`config.mk`:
```
export PLATFORM = sky130hd
export DESIGN_NAME = ycbcr_to_rgb
export DESIGN_NICKNAME = d
export VERILOG_FILES = /design/src/rtl/ycbcr_to_rgb.sv
export SDC_FILE = /design/constraint.sdc
export NUM_CORES = 1
export LEC_CHECK = 0
export CORE_ASPECT_RATIO = 1.4
export CORE_MARGIN = 1.5
export CORE_UTILIZATION = 55
export CTS_CLUSTER_SIZE = 10
export DETAILED_ROUTE_END_ITERATION = 8
export PLACE_DENSITY = 0.79
export SLEW_MARGIN = 20
export SYNTH_ARGS = -nofsm -noshare
export SYNTH_HDL_FRONTEND = slang
export SYNTH_SLANG_ARGS = --single-unit
```
`constraint.sdc`:
```
create_clock -name clk -period 17.4 [get_ports clk]
set_input_delay 3.48 -clock clk [delete_from_list [all_inputs] [get_ports clk]]
set_output_delay 3.48 -clock clk [all_outputs]
set_load 0.005 [all_outputs]
```
`src/rtl/ycbcr_to_rgb.sv`:
```
// ycbcr_to_rgb
//   JFIF full-range YCbCr -> RGB colour converter for the JPEG decode path.
//   Three register stages share a global stall. The stages are:
//     1) remove the chroma offset
//     2) Q8 chroma products
//     3) round, add luma, clamp
//
// Ports
//   clk        rising-edge clock
//   rst        synchronous reset, active-high (clears stage valids and output)
//   in_valid   input pixel valid
//   in_ready   block accepts a pixel this cycle (= ~v3 | out_ready)
//   in_data    {y, cb, cr}, 8-bit unsigned each
//   in_last    sideband, travels with its pixel
//   out_valid  output pixel valid
//   out_ready  sink accepts a pixel this cycle
//   out_data   {r, g, b}, 8-bit unsigned each
//   out_last   in_last of the same pixel

// Per-channel stage-3 datapath: round the Q8 term, add luma, saturate.
//   y     luma of the pixel
//   term  Q8 chroma contribution for this channel (signed)
//   pix   saturated 8-bit channel value
module ycbcr_to_rgb_chan (
    input  logic        [7:0]  y,
    input  logic signed [17:0] term,
    output logic        [7:0]  pix
);
    logic signed [17:0] rnd;
    logic signed [17:0] sum;

    always_comb begin
        // Arithmetic shift gives floor(), so +128 is round-half-up.
        rnd = (term + 18'sd128) >>> 8;
        // |rnd| < 256, so the sum fits easily; the extra width just means
        // no wrap can happen before the clamp.
        sum = $signed({10'd0, y}) + rnd;
        if (sum[17])
            pix = 8'd0;
        else if (sum > 18'sd255)
            pix = 8'd255;
        else
            pix = sum[7:0];
    end
endmodule

module ycbcr_to_rgb (
    input  logic        clk,
    input  logic        rst,
    input  logic        in_valid,
    output logic        in_ready,
    input  logic [23:0] in_data,
    input  logic        in_last,
    output logic        out_valid,
    input  logic        out_ready,
    output logic [23:0] out_data,
    output logic        out_last
);
    localparam int NUM_CH = 3;   // index 2 = r, 1 = g, 0 = b

    logic adv;

    // stage 1
    logic              v1;
    logic        [7:0] y1;
    logic signed [8:0] dcb1;
    logic signed [8:0] dcr1;
    logic              last1;

    // stage 2
    logic                         v2;
    logic        [7:0]            y2;
    logic [NUM_CH-1:0][17:0]      t2;
    logic                         last2;

    // stage 3 (output)
    logic                         v3;
    logic [NUM_CH-1:0][7:0]       rgb;

    // Whole pipe moves together; an empty output slot lets it advance
    // even while the sink is stalled.
    assign adv       = ~v3 | out_ready;
    assign in_ready  = adv;
    assign out_valid = v3;

    // Stage 1: register luma, strip the 128 offset from chroma.
    always_ff @(posedge clk) begin
        if (rst) begin
            v1    <= 1'b0;
            y1    <= '0;
            dcb1  <= '0;
            dcr1  <= '0;
            last1 <= 1'b0;
        end else if (adv) begin
            v1    <= in_valid;
            y1    <= in_data[23:16];
            dcb1  <= $signed({1'b0, in_data[15:8]}) - 9'sd128;
            dcr1  <= $signed({1'b0, in_data[7:0]})  - 9'sd128;
            last1 <= in_last;
        end
    end

    // Stage 2: Q8 products (1.402, -0.344/-0.714, 1.772 scaled by 256).
    always_ff @(posedge clk) begin
        if (rst) begin
            v2    <= 1'b0;
            y2    <= '0;
            t2    <= '0;
            last2 <= 1'b0;
        end else if (adv) begin
            v2    <= v1;
            y2    <= y1;
            t2[2] <= dcr1 * 18'sd359;
            t2[1] <= dcb1 * -18'sd88 - dcr1 * 18'sd183;
            t2[0] <= dcb1 * 18'sd454;
            last2 <= last1;
        end
    end

    // Stage 3: round, sum and clamp per channel.
    for (genvar c = 0; c < NUM_CH; c++) begin : g_ch
        ycbcr_to_rgb_chan u_chan (
            .y    (y2),
            .term (t2[c]),
            .pix  (rgb[c])
        );
    end

    always_ff @(posedge clk) begin
        if (rst) begin
            v3       <= 1'b0;
            out_data <= '0;
            out_last <= 1'b0;
        end else if (adv) begin
            v3       <= v2;
            out_data <= rgb;
            out_last <= last2;
        end
    end
endmodule
```
==> out/metrics.cfg <==
[hold_path]
hold_path_class=register to register

[floorplanning]
die_h_um=165
boundaryPins=56
die_w_um=119
dieArea_mm2=0.0196
core_area_mm2=0.0185
rows=59
start_util_pct=55.8

[timing]
slew_headroom_pct=47.1
finalHoldViolCount=0
fin_tns_setup_ns=0
setup_violations=0
finalMaxSlewViolations=0
max_freq_mhz=119
period_share_pct=48.4
fin_hold_ws_ns=0.455
tightest_slew_ns=0.794
clock-skew-final_ns=0.0128
rsz0062_at_grt=no
layout_min_cycle_time_ns=8.42

[yosys]
synthCells=1195
synth_most_common_cell=ha_1
avgSynthCellArea_um2=8.65
yosys-top-cells-area=ha_1 (23%), dfxtp_1 (18%), fa_1 (15%)
yosysSeqAreaShare_pct=18.4
yosysTopAreaCellShare_pct=22.9
synthArstFlopShare_pct=0
ys_types=65
ys_warn_count=0
synth_edf_count=0
yosys_register_bits=95
synth_area_leader_cell=ha_1
synth_nets=1491
syn_area_mm2=0.0103
ys_top_cells_by_count=ha_1 (189), inv_1 (180), nand2_1 (152)
synth-main-ff-cell=dfxtp_1

[power]
ir_drop_v=0.000109
switching_share_pct=44.4
power_density_mw_per_mm2=128
p_leak_uw=0.00545
p_clk_share_pct=13.2
switchingPower_uw=647
seqPwrFrac_pct=22.0
p_int_uw=811
p_comb_share_pct=64.8

[run_status]
status=finished, final reports clean

[final_layout]
layout-drive-gt1-share_pct=4.27
area_delta_synth_final_pct=10.4
multi_input_comb_area_mm2=0.00764
antenna_cells=0
register_area_mm2=0.00190
nFillCells=1526
fin_nets=1533

[drt]
wl_um=21200
drtIter0Drc=406
antenna_left=0
drt_first_pass_iters=5
vias=7998
viasPerCell=5.38
wl_per_cell_um=14.3
drc=0

[global_routing]
antenna_found_initial=0
grt_usage_pct=22.4
grt_start_max_net_pins=77
first_global_vias=7920
grt_overflow=0
grt_pass1_wl_um=35800

[critical_path]
cp_max_fo=42
worstSetupStartpointType=input port
cp-end-kind=primary output
crit_top_cell=clkdlybuf4s50_1
slowest_stage=clkdlybuf4s50_1
critPathKind=input port to primary output
path_cells=clkdlybuf4s50_1 -> nor2b_4 -> buf_4 -> inv_2 -> clkdlybuf4s50_1
worst-r2r-setup-slack_ns=11.01
critical_path.max_stage_delay_ns=0.45
crit_family=buffers and inverters
crit_required_ns=13.92
arrival_ns=4.94
path_buf_inv=4

[clock_tree]
numCtsBuffers=9
clk_latency_ns=0.35
htree_levels=3
tritoncts=built
cts_hold_buffers=0
cts-root-buf=clkbuf_16
cts.clk_slew.worst_paths_ns=0.07
post_cts_buffers=0
cts.sinks=95
cts_resized=0
clockBufferDepth=2

[place]
hpwl_um=17200
io_buffers=55
gp_congestion=0.878

[flow_run]
cap_violations=0

## worst reg2reg max path, delay by kind of cell (launching register included)
family / cells / cell delay (ns)
DFF: 1 / 0.56
and+or+nand+nor: 2 / 0.58
adders and majority gates: 8 / 3.32
AOI/OAI and AO/OA: 7 / 1.40
buffers and inverters: 3 / 0.21
xor gates and xnor gates: 1 / 0.20
## area by class of cell
class	instances	area share, %
timing repair buffer	62	5.24
inverter	180	5.92
multi-input combinational	889	67.0
clock buffer	9	1.97
tap	244	2.67
sequential	95	16.7
clock inverter	7	0.570
## registers in the layout, summed over array words and instances, names as in the netlist
| signal | flops |
|---|---|
| dcb1 | 8 |
| dcr1 | 8 |
| last1 | 1 |
| last2 | 1 |
| out_data | 24 |
| out_last | 1 |
| out_valid | 1 |
| t2 | 33 |
| v1 | 1 |
| v2 | 1 |
| y1 | 8 |
| y2 | 8 |
## metal layers
metal | share of wire, % | track usage (%) | up-vias
li1 | - | - | 4078
met1 | 42 | 25.3 | 3739
met2 | 52 | 43.0 | 127
met3 | 2.2 | 1.92 | 54
met4 | 3.9 | 9.91 | 0
met5 | 0 | 0 | -
## per-stage QoR
step                total power, uW  worst slack, ns  instance area, um2  utilization, %  instances
global placement               1220             9.00               11100            60.0       1470
floorplan                      1040             9.75               10300               -       1195
finish                         1460             8.98               11400            61.6       1486
detailed placement             1260             8.99               11100            60.0       1470
global route                   1600             8.89               11400            61.6       1486
CTS                            1460             8.99               11400            61.6       1486
## kinds of logic (layout without fill, tap and decap cells)
| logic type | count (synthesis) | after routing | share of synthesized area, % |
|---|---|---|---|
| buffers and inverters | 211 | 258 | 7.73 |
| muxes | 7 | 7 | 0.702 |
| and+or+nand+nor | 283 | 283 | 12.2 |
| DFF | 95 | 95 | 18.4 |
| AOI/OAI and AO/OA | 240 | 240 | 15.0 |
| adders and majority gates | 267 | 267 | 38.0 |
| xor gates and xnor gates | 92 | 92 | 7.93 |
## worst paths after layout
check / start / cells past startpoint / to
setup / recovery: out_ready / 5 / in_ready
hold / removal: out_last$_SDFFE_PP0P_ / 2 / out_last$_SDFFE_PP0P_
setup reg to reg: dcb1[1]$_SDFFE_PP0P_ / 21 / t2[34]$_SDFFE_PP0P_
hold reg to reg: out_last$_SDFFE_PP0P_ / 2 / out_last$_SDFFE_PP0P_
## power by group through the flow
stage / Sequential [uW] / Clock, uW / Combinational [uW]
after detailed placement: 326 / 0 / 932
after floorplan: 316 / 0 / 720
final: 321 / 193 / 945
after global routing: 329 / 204 / 1070
after global placement: 324 / 0 / 900
after CTS: 321 / 196 / 946
## layout by cell type (no fill, tap or decap), types with 31 or more instances in the layout
master,Yosys,layout
ha_1,189,189
clkdlybuf4s50_1,0,54
fa_1,78,78
dfxtp_1,95,95
a21oi_1,112,112
xnor2_1,67,67
nor2_1,44,44
o21ai_0,31,31
inv_1,180,179
nand2_1,152,152
Power figures use the tool's default switching activity.
